$ cat config.mk
export PLATFORM = sky130hd
export DESIGN_NAME = ct_scheduler
export DESIGN_NICKNAME = d
export VERILOG_FILES = /design/src/rtl/ct_scheduler.sv
export SDC_FILE = /design/constraint.sdc
export NUM_CORES = 1
export LEC_CHECK = 0
export CORE_MARGIN = 2
export CORE_UTILIZATION = 55
export CTS_CLUSTER_DIAMETER = 40
export DETAILED_ROUTE_END_ITERATION = 8
export GPL_TIMING_DRIVEN = 0
export HOLD_SLACK_MARGIN = 0.15
export PLACE_DENSITY = 0.83
export SYNTH_ARGS = -nofsm -noshare
export SYNTH_HDL_FRONTEND = slang
export SYNTH_SLANG_ARGS = --single-unit
$ cat constraint.sdc
create_clock -name clk -period 3.6 [get_ports clk]
set_clock_uncertainty 0.1 [all_clocks]
set_input_delay 0.72 -clock clk [delete_from_list [all_inputs] [get_ports clk]]
set_output_delay 0.72 -clock clk [all_outputs]
set_load 0.05 [all_outputs]
$ cat src/rtl/ct_scheduler.sv
// Round-robin arbiter that shares one CT_module engine between two requesters,
// packs its four serialized result bytes and returns them over valid/ready.
module ct_scheduler #(
    parameter int TIMEOUT = 255
) (
    input  logic        clk,
    input  logic        reset,
    input  logic        req_0,
    input  logic        req_1,
    output logic        gnt_0,
    output logic        gnt_1,
    output logic        src_sel,
    output logic        en_ct,
    input  logic        ct_en_result,
    input  logic [7:0]  ct_result,
    input  logic        ct_done,
    output logic [31:0] res_data,
    output logic        res_err,
    output logic        res_valid_0,
    output logic        res_valid_1,
    input  logic        res_ready_0,
    input  logic        res_ready_1,
    output logic        busy
);

    localparam logic [1:0] IDLE    = 2'd0;
    localparam logic [1:0] START   = 2'd1;
    localparam logic [1:0] WAIT    = 2'd2;
    localparam logic [1:0] DELIVER = 2'd3;

    // Checked one cycle early so DELIVER lands exactly TIMEOUT cycles after the last progress.
    localparam logic [15:0] WDOG_LIMIT = 16'(TIMEOUT - 2);

    logic [1:0]  state;
    logic        sel;
    logic        last_gnt;
    logic [2:0]  count;
    logic        err_flag;
    logic [15:0] wdog;

    logic        pick;
    logic [2:0]  count_next;
    logic        err_next;
    logic        timeout_hit;
    logic        sel_ready;
    logic        sel_req;

    always_comb begin
        pick = req_1;
        if (req_0 && req_1) begin
            pick = ~last_gnt;
        end
        count_next = count;
        err_next   = err_flag;
        if (ct_en_result) begin
            if (count < 3'd4) begin
                count_next = count + 3'd1;
            end else begin
                err_next = 1'b1;
            end
        end
        timeout_hit = !ct_en_result && (wdog == WDOG_LIMIT);
        sel_ready   = sel ? res_ready_1 : res_ready_0;
        sel_req     = sel ? req_1 : req_0;
    end

    assign busy = (state != IDLE);

    always_ff @(posedge clk or posedge reset) begin
        if (reset) begin
            state       <= IDLE;
            sel         <= 1'b0;
            last_gnt    <= 1'b1;
            count       <= 3'd0;
            err_flag    <= 1'b0;
            wdog        <= 16'd0;
            gnt_0       <= 1'b0;
            gnt_1       <= 1'b0;
            src_sel     <= 1'b0;
            en_ct       <= 1'b0;
            res_data    <= 32'd0;
            res_err     <= 1'b0;
            res_valid_0 <= 1'b0;
            res_valid_1 <= 1'b0;
        end else begin
            en_ct <= 1'b0;
            case (state)
                IDLE: begin
                    if (req_0 || req_1) begin
                        sel     <= pick;
                        src_sel <= pick;
                        gnt_0   <= ~pick;
                        gnt_1   <= pick;
                        en_ct   <= 1'b1;
                        state   <= START;
                    end
                end
                START: begin
                    count    <= 3'd0;
                    err_flag <= 1'b0;
                    wdog     <= 16'd0;
                    res_data <= 32'd0;
                    res_err  <= 1'b0;
                    state    <= WAIT;
                end
                WAIT: begin
                    if (ct_en_result && (count < 3'd4)) begin
                        case (count[1:0])
                            2'd0:    res_data[31:24] <= ct_result;
                            2'd1:    res_data[23:16] <= ct_result;
                            2'd2:    res_data[15:8]  <= ct_result;
                            default: res_data[7:0]   <= ct_result;
                        endcase
                    end
                    count    <= count_next;
                    err_flag <= err_next;
                    wdog     <= ct_en_result ? 16'd0 : wdog + 16'd1;
                    // Completion takes priority over a watchdog expiry in the same cycle.
                    if (ct_done) begin
                        res_err     <= err_next | (count_next != 3'd4);
                        res_valid_0 <= ~sel;
                        res_valid_1 <= sel;
                        state       <= DELIVER;
                    end else if (timeout_hit) begin
                        res_err     <= 1'b1;
                        res_valid_0 <= ~sel;
                        res_valid_1 <= sel;
                        state       <= DELIVER;
                    end
                end
                DELIVER: begin
                    if (sel_ready || !sel_req) begin
                        res_valid_0 <= 1'b0;
                        res_valid_1 <= 1'b0;
                        gnt_0       <= 1'b0;
                        gnt_1       <= 1'b0;
                        last_gnt    <= sel;
                        state       <= IDLE;
                    end
                end
                default: state <= IDLE;
            endcase
        end
    end

endmodule

==> flow_metrics.py <==
metrics = {
    "place": {
        "numPortBuffers": 55,
        "place_area_sq_um": 3710,
        "pre_cts_ws_ns": 0.582,
        "hpwl_mm": 5.08,
        "post-place-cells": 444,
        "gp_congestion": 0.867,
    },
    "sta": {
        "relSlewSlack_pct": 47.9,
        "period_needed_ns": 2.83,
        "slew_viol_final": 0,
        "fin_crit_sh_pct": 78.6,
        "fmax_mhz": 354,
        "holdWs_ns": 0.402,
        "worst_slack_ns": 0.772,
        "hold_violations": 0,
        "grt_setup_unrepaired": "false",
        "finalSetupViolations": 0,
        "setup_tns_ns": 0,
        "worst_pin_slew_ns": 0.780,
    },
    "route": {
        "route.detailed.drc": 0,
        "via_per_inst": 5.55,
        "drt_wl_total_mm": 6.87,
        "drtAntennaViolNets": 0,
        "drt_iter0_markers": 128,
        "firstDrtPassIters": 4,
        "vias": 2551,
        "wire_per_inst_um": 14.9,
    },
    "die": {
        "core_area_sq_um": 5440,
        "start_util_pct": 56.0,
        "row_count": 27,
        "ios": 56,
        "chipHeight_um": 78.4,
        "die_w_um": 78.4,
        "dieArea_sq_um": 6150,
    },
    "cells_and_area": {
        "drive_above_1_share_pct": 6.44,
        "fin_util_pct": 72.1,
        "syn_to_final_growth_pct": 28.7,
        "final_area_sq_um": 3920,
        "fin_nets": 409,
        "fin_cells": 460,
        "diodes": 0,
        "fillers": 388,
    },
    "logic_synthesis": {
        "syn_avg_cell_area_sq_um": 9.65,
        "synthCells": 316,
        "ys_async_sr_fraction_pct": 100,
        "netlist_area_sq_um": 3050,
        "synth-adder-area-share_pct": 4.11,
        "synth_cell_types": 52,
        "muxShareOfSynthArea_pct": 5.62,
        "ys.flop_type": "dfrtp_1",
        "synth-simple-area-share_pct": 20.1,
        "synth_xor_area_share_pct": 1.72,
        "ys_warn_count": 0,
        "yosysSeqAreaShare_pct": 50.9,
        "synth_nets": 342,
        "ys_ff_latch": 62,
        "synth_enable_flop_cells": 0,
        "synth_compound_area_share_pct": 13.8,
        "synth_top_family_by_area": "simple AND/OR/NAND/NOR gates",
    },
    "job": {
        "cap_violations": 0,
    },
    "clocking": {
        "root_buffer": "clkbuf_8",
        "cts_buffers": 9,
        "clk_pin_slew_ns": 0.07,
        "cts_tree": "built",
        "clockBufferDepth": 2,
        "cts_setup_buffers": 0,
        "hold_buffers": 0,
        "htreeDepth": 3,
        "ctsResizeCount": 0,
        "worstSkewPairLatency_ns": 0.33,
        "cts.sinks": 62,
    },
    "grt": {
        "met2_usage_pct": 38.7,
        "grt_max_degree": 39,
        "met1_usage_pct": 32.7,
        "track_usage_pct": 24.3,
        "grtUsageMet3_pct": 4.37,
        "top_usage_layer": "met2",
        "grt_pass1_vias": 2488,
        "antenna_found_initial": 0,
        "grt_pass1_wl_mm": 11.6,
        "overflow": 0,
    },
    "setup_path": {
        "crit_top_cell": "inv_1",
        "r2r_slack_ns": 1.15,
        "r2r-end": "wdog[15]",
        "path_cells": "inv_1, ha_1, inv_1, clkdlybuf4s50_1",
        "slowest_stage": "clkdlybuf4s50_1",
        "arrival_ns": 2.01,
        "crit_path_end_kind": "output port",
        "r2r-start": "state[0]",
        "crit_required_ns": 2.78,
        "startpoint_type": "register",
        "reg2reg_depth": 8,
        "worstSetupPathType": "register to output port",
        "critPathBufInv": 3,
        "crit_family": "buffers and inverters",
        "worstPathMaxFanout": 5,
        "cpPeakStageDelay_ns": 0.82,
    },
    "worst_hold_path": {
        "holdPathEnd": "res_data[0]",
        "min_from": "res_data[0]",
        "hold_path_depth": 2,
        "hp-class": "register to register",
    },
    "power_and_ir_drop": {
        "p_leak_nw": 1.73,
        "power.density_nw_per_um2": 905,
        "ir_worst_vdd_mv": 0.623,
        "finalPower_mw": 3.55,
    },
    "outcome": {
        "status": "finished clean",
    },
}
synthesized netlist by cell type (all sizes together) (4+ instances only):
cell	instances	area share (%)
a21oi	9	1.5
clkbuf	9	1.1
dfrtp	61	50
ha	10	4.1
inv	16	2.0
mux2i	16	5.3
nand2	51	6.3
nand2b	4	0.90
nand3	18	3.0
nor2	14	1.7
nor2b	5	1.0
o21ai	42	6.9
o31ai	4	0.99
or3	8	1.7
flip-flops by register name (all words and copies together) (netlist names), 2 cells and up:
name      cells
count         3
res_data     32
state         2
wdog         16
metal layers:
| layer | vias up | wire [um] |
|---|---|---|
| li1 | 1245 | - |
| met1 | 1250 | 3130 |
| met2 | 42 | 3400 |
| met3 | 14 | 209 |
| met4 | 0 | 138 |
| met5 | - | 0 |
worst max-delay path by stage:
stage / start / endpoint / slack [ns] / cells after the start
5_1_grt: state[0] / busy / 0.68 / 4
3_3_place_gp: reset / gnt_0 / 0.15 / 2
6_report: state[0] / busy / 0.77 / 4
2_1_floorplan: reset / count[0] / 1.24 / 1
3_5_place_dp: ct_en_result / state[1] / 0.58 / 5
4_1_cts: state[0] / busy / 0.76 / 4
worst min-delay path, delay by kind of cell (launching register included):
| kind | cells | cell delay, ns |
|---|---|---|
| flip-flops | 1 | 0.36 |
| AND/OR/NAND/NOR | 1 | 0.05 |
| AO/OA/AOI/OAI | 1 | 0.06 |
report_power, final:
| part | internal [mW] | total [mW] | switching, mW | leakage, nW |
|---|---|---|---|---|
| combinational | 0.594 | 1.84 | 1.24 | 0.786 |
| sequential | 0.897 | 1.05 | 0.152 | 0.837 |
| clock | 0.389 | 0.660 | 0.271 | 0.106 |
| total | 1.88 | 3.55 | 1.67 | 1.73 |
kinds of logic after synthesis:
group | Yosys count
AOI/OAI and AO/OA | 72
and+or+nand+nor | 121
xor gates and xnor gates | 6
buffers and inverters | 28
muxes | 17
adders and majority gates | 10
DFF | 62
placed cells by master (no fill, tap or decap), types with 2 or more instances in the layout:
cell type,n
nand4_1,2
clkbuf_8,9
nand2_1,51
xnor2_1,3
inv_1,15
or4_1,2
bufinv_16,2
o21ai_0,35
a31oi_1,2
o21ai_1,7
o2bb2ai_1,2
nor2b_1,5
clkdlybuf4s50_1,55
ha_1,10
o31ai_1,4
clkbuf_1,10
xor2_1,3
nand3_1,18
or3_1,7
nor2_1,14
a21oi_1,9
mux2i_1,16
nand2b_1,3
clkinv_2,2
nor4b_1,3
nor3_1,3
o211ai_1,2
nand3b_1,2
dfrtp_1,61
cell type report:
class / count / area, sq um / share of cell area, %
timing repair buffer: 56 / 571 / 14.5
sequential: 62 / 1550 / 39.6
tap: 72 / 90.1 / 2.30
buffer: 12 / 53.8 / 1.37
clock inverter: 6 / 86.3 / 2.20
multi-input combinational: 226 / 1380 / 35.2
inverter: 16 / 60.1 / 1.53
clock buffer: 10 / 128 / 3.25
Power figures use the tool's default switching activity.
